[config.mk]
export PLATFORM = sky130hd
export DESIGN_NAME = alu
export DESIGN_NICKNAME = d
export VERILOG_FILES = /design/src/rtl/alu_pkg.sv /design/src/rtl/alu_adder4.sv /design/src/rtl/alu.sv
export SDC_FILE = /design/constraint.sdc
export NUM_CORES = 1
export LEC_CHECK = 0
export CORE_MARGIN = 4
export CORE_UTILIZATION = 40
export CTS_BUF_LIST = sky130_fd_sc_hd__clkbuf_8
export DETAILED_ROUTE_END_ITERATION = 16
export PLACE_DENSITY = 0.86
export SYNTH_ARGS = -nofsm -noshare
export SYNTH_HDL_FRONTEND = slang
export SYNTH_HIERARCHICAL = 1
export SYNTH_SLANG_ARGS = --single-unit
export TNS_END_PERCENT = 20
[constraint.sdc]
create_clock -name clk -period 0.8 [get_ports clk]
set_input_delay 0.08 -clock clk [delete_from_list [all_inputs] [get_ports clk]]
set_output_delay 0.08 -clock clk [all_outputs]
set_load 0.02 [all_outputs]
[src/rtl/alu_pkg.sv]
// rtl/alu_pkg.sv - shared constants for the 4-bit registered ALU
//
// Purpose: datapath width and the 2-bit opcode encoding {OP1,OP0}.
// Ports:   none (package).
package alu_pkg;

   localparam int WIDTH = 4;

   localparam logic [1:0] OP_ADD  = 2'b00;
   localparam logic [1:0] OP_SUB  = 2'b01;
   localparam logic [1:0] OP_INC  = 2'b10;
   localparam logic [1:0] OP_PASS = 2'b11;

endpackage

[src/rtl/alu_adder4.sv]
// rtl/alu_adder4.sv - 4-bit ripple-carry adder with carry-out and signed overflow
//
// Purpose: sum = a + b + cin, shared by ADD, SUB and INC in the ALU.
// Ports:
//   a, b  [3:0] in   addends
//   cin         in   carry into bit 0
//   sum   [3:0] out  modulo-16 sum
//   cout        out  carry out of bit 3
//   ovf         out  two's-complement overflow (same-sign addends, sum sign differs)
module alu_adder4
   import alu_pkg::*;
(
   input  logic [WIDTH-1:0] a,
   input  logic [WIDTH-1:0] b,
   input  logic             cin,
   output logic [WIDTH-1:0] sum,
   output logic             cout,
   output logic             ovf
);

   // Carry kept as a procedural variable so the ripple chain is evaluated
   // in order inside one block rather than as a combinational feedback vector.
   logic carry;

   always_comb begin
      sum   = '0;
      carry = cin;
      for (int i = 0; i < WIDTH; i++) begin
         sum[i] = a[i] ^ b[i] ^ carry;
         carry  = (a[i] & b[i]) | (carry & (a[i] ^ b[i]));
      end
      cout = carry;
      ovf  = (a[WIDTH-1] == b[WIDTH-1]) && (sum[WIDTH-1] != a[WIDTH-1]);
   end

endmodule

[src/rtl/alu.sv]
// rtl/alu.sv - 4-bit registered ALU: ADD/SUB with carry, INC, PASS
//
// Purpose: one-cycle-latency ALU; result and flags registered on in_valid.
// Ports:
//   clk, rst_n        in   rising-edge clock, asynchronous active-low reset
//   A, B      [3:0]   in   operands
//   CIN               in   carry-in (ADD) / borrow-in (SUB)
//   OP1, OP0          in   opcode {OP1,OP0}: 00 ADD, 01 SUB, 10 INC, 11 PASS
//   in_valid          in   capture operation at this edge
//   S         [3:0]   out  registered result
//   CF, OF            out  registered carry / signed-overflow flags
//   out_valid         out  high for the one cycle after a capture
module alu
   import alu_pkg::*;
(
   input  logic             clk,
   input  logic             rst_n,
   input  logic [WIDTH-1:0] A,
   input  logic [WIDTH-1:0] B,
   input  logic             CIN,
   input  logic             OP1,
   input  logic             OP0,
   input  logic             in_valid,
   output logic [WIDTH-1:0] S,
   output logic             CF,
   output logic             OF,
   output logic             out_valid
);

   logic [1:0]       op;
   logic [WIDTH-1:0] add_b;
   logic             add_cin;
   logic [WIDTH-1:0] add_sum;
   logic             add_cout;
   logic             add_ovf;

   logic [WIDTH-1:0] res_s;
   logic             res_cf;
   logic             res_of;

   logic [WIDTH-1:0] s_d, s_q;
   logic             cf_d, cf_q;
   logic             of_d, of_q;
   logic             valid_d, valid_q;

   assign op = {OP1, OP0};

   alu_adder4 u_adder (
      .a    (A),
      .b    (add_b),
      .cin  (add_cin),
      .sum  (add_sum),
      .cout (add_cout),
      .ovf  (add_ovf)
   );

   // B and CIN only reach the adder for ADD/SUB, so unknowns on them in
   // INC/PASS cannot leak into the result.
   always_comb begin
      add_b   = '0;
      add_cin = 1'b0;
      res_s   = A;
      res_cf  = 1'b0;
      res_of  = 1'b0;
      case (op)
         OP_ADD: begin
            add_b   = B;
            add_cin = CIN;
            res_s   = add_sum;
            res_cf  = add_cout;
            res_of  = add_ovf;
         end
         OP_SUB: begin
            // A - B - CIN == A + ~B + !CIN; carry-out 1 means no borrow.
            add_b   = ~B;
            add_cin = ~CIN;
            res_s   = add_sum;
            res_cf  = add_cout;
            res_of  = add_ovf;
         end
         OP_INC: begin
            add_b   = '0;
            add_cin = 1'b1;
            res_s   = add_sum;
            res_cf  = add_cout;
            res_of  = add_ovf;
         end
         default: begin
            res_s  = A;
            res_cf = 1'b0;
            res_of = 1'b0;
         end
      endcase
   end

   always_comb begin
      s_d     = s_q;
      cf_d    = cf_q;
      of_d    = of_q;
      valid_d = in_valid;
      if (in_valid) begin
         s_d  = res_s;
         cf_d = res_cf;
         of_d = res_of;
      end
   end

   always_ff @(posedge clk or negedge rst_n) begin
      if (!rst_n) begin
         s_q     <= '0;
         cf_q    <= 1'b0;
         of_q    <= 1'b0;
         valid_q <= 1'b0;
      end else begin
         s_q     <= s_d;
         cf_q    <= cf_d;
         of_q    <= of_d;
         valid_q <= valid_d;
      end
   end

   assign S         = s_q;
   assign CF        = cf_q;
   assign OF        = of_q;
   assign out_valid = valid_q;

endmodule

==> results of run 1 <==
==> registers in the layout, indices dropped and copies added, names as in the netlist <==
signal	cells
CF	1
OF	1
S	4
out_valid	1
==> worst paths after layout <==
path	startpoint	to	slack, ns	cells after the start
max	OP0	OF	-1.42	14
min	rst_n	S[2]	0.12	1
max reg2reg	S[1]	S[1]	0	3
min reg2reg	CF	CF	0.58	2
max in group asynchronous	rst_n	S[1]	0.45	1
min in group clk	OP1	S[0]	0.28	4
==> cell families after synthesis <==
family	after synthesis	synth area share (%)
xor gates and xnor gates	6	9.21
AOI/OAI and AO/OA	6	11.0
buffers and inverters	16	14.7
DFF	7	30.7
adders and majority gates	5	16.2
and+or+nand+nor	21	18.2
==> Yosys cell counts (all sizes together) <==
library cell	count
buf	4
and2	1
nand2b	4
o22ai	2
nor2	6
ha	1
xnor2	5
dfrtp	7
o211ai	4
fa	4
nand2	6
nand4	4
inv	12
xor2	1
==> what timing repair did <==
| item | in CTS | in global routing |
|---|---|---|
| gates resized for setup | 61 | 7 |
| pin swaps | 11 | 10 |
| setup buffers | 2 | 1 |
| endpoints found under the setup margin | 13 | 13 |
==> per-stage QoR <==
stage | cells | util, %
finish | 110 | 72.9
floorplan | 61 | -
detailed placement | 104 | 65.1
global placement | 104 | 65.1
global route | 110 | 72.9
CTS | 110 | 70.4
==> area by class of cell <==
| class | instances | area (sq um) | area share, % |
|---|---|---|---|
| Inverter | 12 | 45.0 | 4.69 |
| Multi-Input combinational cell | 38 | 383 | 39.8 |
| Tap cell | 15 | 18.8 | 1.95 |
| Clock inverter | 1 | 3.75 | 0.391 |
| Timing Repair Buffer | 34 | 294 | 30.6 |
| Sequential cell | 7 | 175 | 18.2 |
| Clock buffer | 3 | 41.3 | 4.30 |
==> worst reg2reg max path: cells and delay by family (launching register included) <==
kind	cells	cell delay [ns]
and+or+nand+nor	1	0.08
AOI/OAI and AO/OA	1	0.09
DFF	1	0.38
buffers and inverters	1	0.14
==> routing by layer <==
layer	GRT usage (%)	part of all wire (%)	vias up
li1	-	-	256
met1	13.9	34	238
met2	25.9	54	19
met3	3.95	9.0	5
met4	10.8	2.9	0
met5	0	0	-
==> report_power, final <==
| part | switching (mW) | leakage (nW) | internal (mW) |
|---|---|---|---|
| registers | 0.0307 | 0.0871 | 0.414 |
| clock network | 0.151 | 0.0269 | 0.331 |
| logic | 0.327 | 0.360 | 0.353 |
| total | 0.508 | 0.474 | 1.10 |
==> impl_metrics.env, run 1 <==
export IMPL_outcome="finished, violations left"
export IMPL_violations="negative setup slack"
export IMPL_slowest_delay_ns=0.45
export IMPL_path_cells="buf_8, xnor2_4, nor2_2, fa_2, inv_2, fa_2, inv_2, fa_2, inv_2, fa_1, xor2_1, nor2_1, nand2_1, o22ai_2"
export IMPL_layout_area_overhead_vs_synth_pct=68.4
export IMPL_final_antenna_net_count=0
export IMPL_dieArea_sq_mm=0.00209
export IMPL_globalplace_congestion=0.723
export IMPL_hold_class="in -> async"
export IMPL_max_cap_violations=0
export IMPL_critical_path_required_ns=0.94
export IMPL_detail_route_wirelength_mm=1.32
export IMPL_final_cell_mix="12 x buf_4, 9 x inv_1, 7 x dfrtp_1, 7 x clkdlybuf4s50_1"
export IMPL_layout_commonest_cell="buf_4"
export IMPL_cts_hold_buffers=0
export IMPL_final_worst_path_period_need_ns=2.22
export IMPL_start_util_pct=43.3
export IMPL_fp_row_count=13
export IMPL_totalPowerFinal_mw=1.61
export IMPL_post_route_period_util_pct=278
export IMPL_synth_top_area_cell="dfrtp_1"
export IMPL_synth_seq_cells=7
export IMPL_leakage_nw=0.474
export IMPL_detailroute_via_count=518
export IMPL_critical_path_startpoint_type="primary input"
export IMPL_post_synth_cell_area_avg_sq_um=9.35
export IMPL_grtUsageTotal_pct=14.5
export IMPL_synth_seq_area_share_pct=30.7
export IMPL_setup_viol_count_final=13
export IMPL_slew_headroom_pct=78.7
export IMPL_die_y_microns=45.8
export IMPL_tightestPinTransition_ns=0.319
export IMPL_mappedNetlistArea_sq_um=571
export IMPL_io_pins=21
export IMPL_timing_critical_path_max_delay_family="adder cells"
export IMPL_critical_path_endpoint_type="flip-flop"
export IMPL_core_area_sq_mm=0.00132
export IMPL_placement_cell_area_sq_um=858
export IMPL_detail_route_drc_violations=0
export IMPL_setup_tns_ns=-5.47
export IMPL_initial_antenna_violation_count=0
export IMPL_clock_skew_ns=0
export IMPL_vias_per_cell=4.71
export IMPL_clock_root_buffer="clkbuf_8"
export IMPL_first_pass_iters=2
export IMPL_finalNetCount=115
export IMPL_drt_first_iter_violations=2
export IMPL_grt_setup_unrepaired="true"
export IMPL_synth_warnings=6
export IMPL_max_freq_mhz=450
export IMPL_floorplan_die_width_microns=45.8
export IMPL_synth_area_top_cells="dfrtp_1 31%, fa_1 14%, o211ai_2 8.8%"
export IMPL_clk_pin_slew_worst_paths_ns=0.04
export IMPL_dp_final_hpwl_microns=960
export IMPL_synthesis_instances=61
export IMPL_cts_buffer_depth=2
export IMPL_slowest_stage="fa_1"
export IMPL_tritoncts_num_sinks=7
export IMPL_grt_overflow_total=0
export IMPL_clk_latency_ns=0.22
export IMPL_synth_largest_type_area_fraction_pct=30.7
export IMPL_fillers=91
export IMPL_post_drt_wl_per_cell_microns=12.0
export IMPL_ir_drop_uv=801
export IMPL_tritoncts_num_buffers=3
export IMPL_synthDistinctLibCells=15
export IMPL_dp_worst_slack_ns=-2.01
export IMPL_grt_pass1_wl_mm=2.05
export IMPL_grt_start_max_net_pins=11
export IMPL_buffer_ports_inserted=20
export IMPL_slew_viol_final=0
export IMPL_clock_tree_from_tritoncts="yes"
export IMPL_syn_num_nets=80
export IMPL_final_antenna_diode_count=0
export IMPL_first_global_vias=507
export IMPL_fin_hold_ws_ns=0.115
export IMPL_final_hold_viol_count=0
export IMPL_ctsHtreeMaxLevel=1
export IMPL_drive_gt1_share_pct=49.5
export IMPL_worstPathBufferInverterCount=4
export IMPL_worst_slack_ns=-1.42
export IMPL_timing_critical_path_fanout_max=2
export IMPL_worstSetupPathType="in -> reg"
export IMPL_arrival_ns=2.36
export IMPL_power_per_cell_area_mw_per_mm2=1670
export IMPL_post_route_cell_area_sq_um=961
Power figures use the tool's default switching activity.
==> run 2: changes to the inputs <==
- CORE_UTILIZATION: 40 -> 30
- CTS_CLUSTER_DIAMETER: default -> 200
- PLACE_DENSITY: 0.86 -> 0.7
==> run 2 against run 1 <==
The run still ends with negative setup slack left. Via count is 5.8% lower. Critical path depth stayed put. Sequential share of layout area is 0.31 points higher. Sequential cell count stayed put. Clock-buffer cell count stayed put. First-iteration DRC count is 100% higher. Critical endpoint unchanged. Combinational power is 6.5% lower. Sequential power hardly changed. Clock skew stayed put.
==> impl_metrics.env, run 2 (synthesized netlist as in run 1, its figures left out) <==
export IMPL_outcome="finished, violations left"
export IMPL_violations="negative setup slack"
export IMPL_post_drt_wl_per_cell_microns=9.75
export IMPL_power_per_cell_area_mw_per_mm2=1640
export IMPL_ctsHtreeMaxLevel=1
export IMPL_timing_critical_path_max_delay_family="adder cells"
export IMPL_post_route_cell_area_sq_um=945
export IMPL_worst_slack_ns=-1.40
export IMPL_grt_overflow_total=0
export IMPL_max_freq_mhz=455
export IMPL_first_global_vias=500
export IMPL_largest_register_ffs=4
export IMPL_clock_skew_ns=0
export IMPL_slew_headroom_pct=79.6
export IMPL_clk_latency_ns=0.22
export IMPL_final_worst_path_period_need_ns=2.20
export IMPL_vias_per_cell=4.14
export IMPL_path_cells="buf_8, buf_6, xnor2_4, fa_2, inv_2, fa_2, inv_2, fa_2, inv_2, fa_1, xor2_1, nor2_1, nand2_1, o22ai_1"
export IMPL_ir_drop_uv=686
export IMPL_clock_root_buffer="clkbuf_8"
export IMPL_grt_busiest_layer="met2"
export IMPL_footprint_of_the_multi_input_gates_sq_um=367
export IMPL_finalNonFillerCells=118
export IMPL_final_antenna_diode_count=0
export IMPL_globalRouteMet3Util_pct=1.43
export IMPL_finalNetCount=113
export IMPL_hold_class="in -> async"
export IMPL_drive_gt1_share_pct=44.1
export IMPL_timing_critical_path_fanout_max=3
export IMPL_buffer_ports_inserted=20
export IMPL_floorplan_die_width_microns=51.6
export IMPL_dp_worst_slack_ns=-2.06
export IMPL_max_cap_violations=0
export IMPL_startpoint="OP0"
export IMPL_regArea_sq_um=175
export IMPL_worstReg2RegStart="S[3]"
export IMPL_die_y_microns=51.6
export IMPL_drt_first_iter_violations=4
export IMPL_setup_viol_count_final=12
export IMPL_critical_path_required_ns=0.94
export IMPL_clk_pin_slew_worst_paths_ns=0.04
export IMPL_post_route_period_util_pct=275
export IMPL_globalplace_congestion=0.712
export IMPL_grt_start_max_net_pins=18
export IMPL_io_pins=21
export IMPL_grtUsageTotal_pct=10.5
export IMPL_grt_setup_unrepaired="true"
export IMPL_critical_path_endpoint_type="flip-flop"
export IMPL_tritoncts_num_sinks=7
export IMPL_tightestPinTransition_ns=0.306
export IMPL_leakage_nw=0.459
export IMPL_start_util_pct=32.3
export IMPL_dieArea_sq_mm=0.00266
export IMPL_detailroute_via_count=488
export IMPL_groute_layer_met1_usage_pct=11.1
export IMPL_worstPathBufferInverterCount=5
export IMPL_layout_area_overhead_vs_synth_pct=65.6
export IMPL_final_hold_viol_count=0
export IMPL_final_cell_mix="10 x inv_1, 10 x buf_4, 7 x dfrtp_1, 7 x clkdlybuf4s50_1"
export IMPL_cts_buffer_depth=2
export IMPL_fp_row_count=15
export IMPL_critical_path_startpoint_type="primary input"
export IMPL_clock_tree_from_tritoncts="yes"
export IMPL_placement_cell_area_sq_um=883
export IMPL_initial_antenna_violation_count=0
export IMPL_tritoncts_num_buffers=3
export IMPL_global_route_usage_met2_pct=17.2
export IMPL_grt_pass1_wl_mm=2.01
export IMPL_dp_cells=114
export IMPL_core_area_sq_mm=0.00176
export IMPL_worstSetupPathType="in -> reg"
export IMPL_slew_viol_final=0
export IMPL_slowest_delay_ns=0.44
export IMPL_final_antenna_net_count=0
export IMPL_first_pass_iters=4
export IMPL_setup_tns_ns=-5.31
export IMPL_final_core_util_pct=53.5
export IMPL_detail_route_wirelength_mm=1.15
export IMPL_detail_route_drc_violations=0
export IMPL_arrival_ns=2.34
export IMPL_fillers=177
export IMPL_slowest_stage="fa_1"
## run 2: report_power, final
group	leakage, nW	internal (mW)	switching, mW	total [mW]
sequential	0.0871	0.414	0.0285	0.442
clock	0.0269	0.331	0.143	0.474
combinational	0.345	0.333	0.302	0.636
total	0.459	1.08	0.474	1.55
## run 2: worst paths after layout
path / to / slack, ns / cells after the start
worst max-delay path: OF / -1.40 / 14
worst min-delay path: S[3] / 0.11 / 1
worst max register to register: S[3] / 0 / 3
worst min register to register: CF / 0.54 / 2
max in group asynchronous: S[1] / 0.45 / 1
min in group clk: S[0] / 0.31 / 4
## run 2: repair_timing
item                       4_1_cts  5_1_grt
buffers inserted                 0        0
pin swaps                       11       11
setup endpoints to repair       13       13
hold buffers                     0        0
resized for setup               53        6
cloned                           0        0
## run 2: layer usage
metal / wire length, microns / share of wire, %
met1: 450 / 39
met2: 588 / 51
met3: 71 / 6.2
met4: 41 / 3.6
met5: 0 / 0
## run 2: cell type report
class / instances / share of cell area (%)
Clock buffer: 3 / 4.37
Clock inverter: 1 / 0.397
Inverter: 12 / 4.77
Multi-Input combinational cell: 38 / 38.8
Sequential cell: 7 / 18.5
Tap cell: 25 / 3.31
Timing Repair Buffer: 32 / 29.8
## run 2: per-stage QoR
| step | hold slack [ns] | total power [mW] |
|---|---|---|
| after floorplan | -0.216 | 0.782 |
| after global placement | 0.351 | 1.08 |
| after detailed placement | 0.362 | 1.10 |
| after CTS | 0.125 | 1.56 |
| after global routing | 0.142 | 1.66 |
| final | 0.113 | 1.55 |
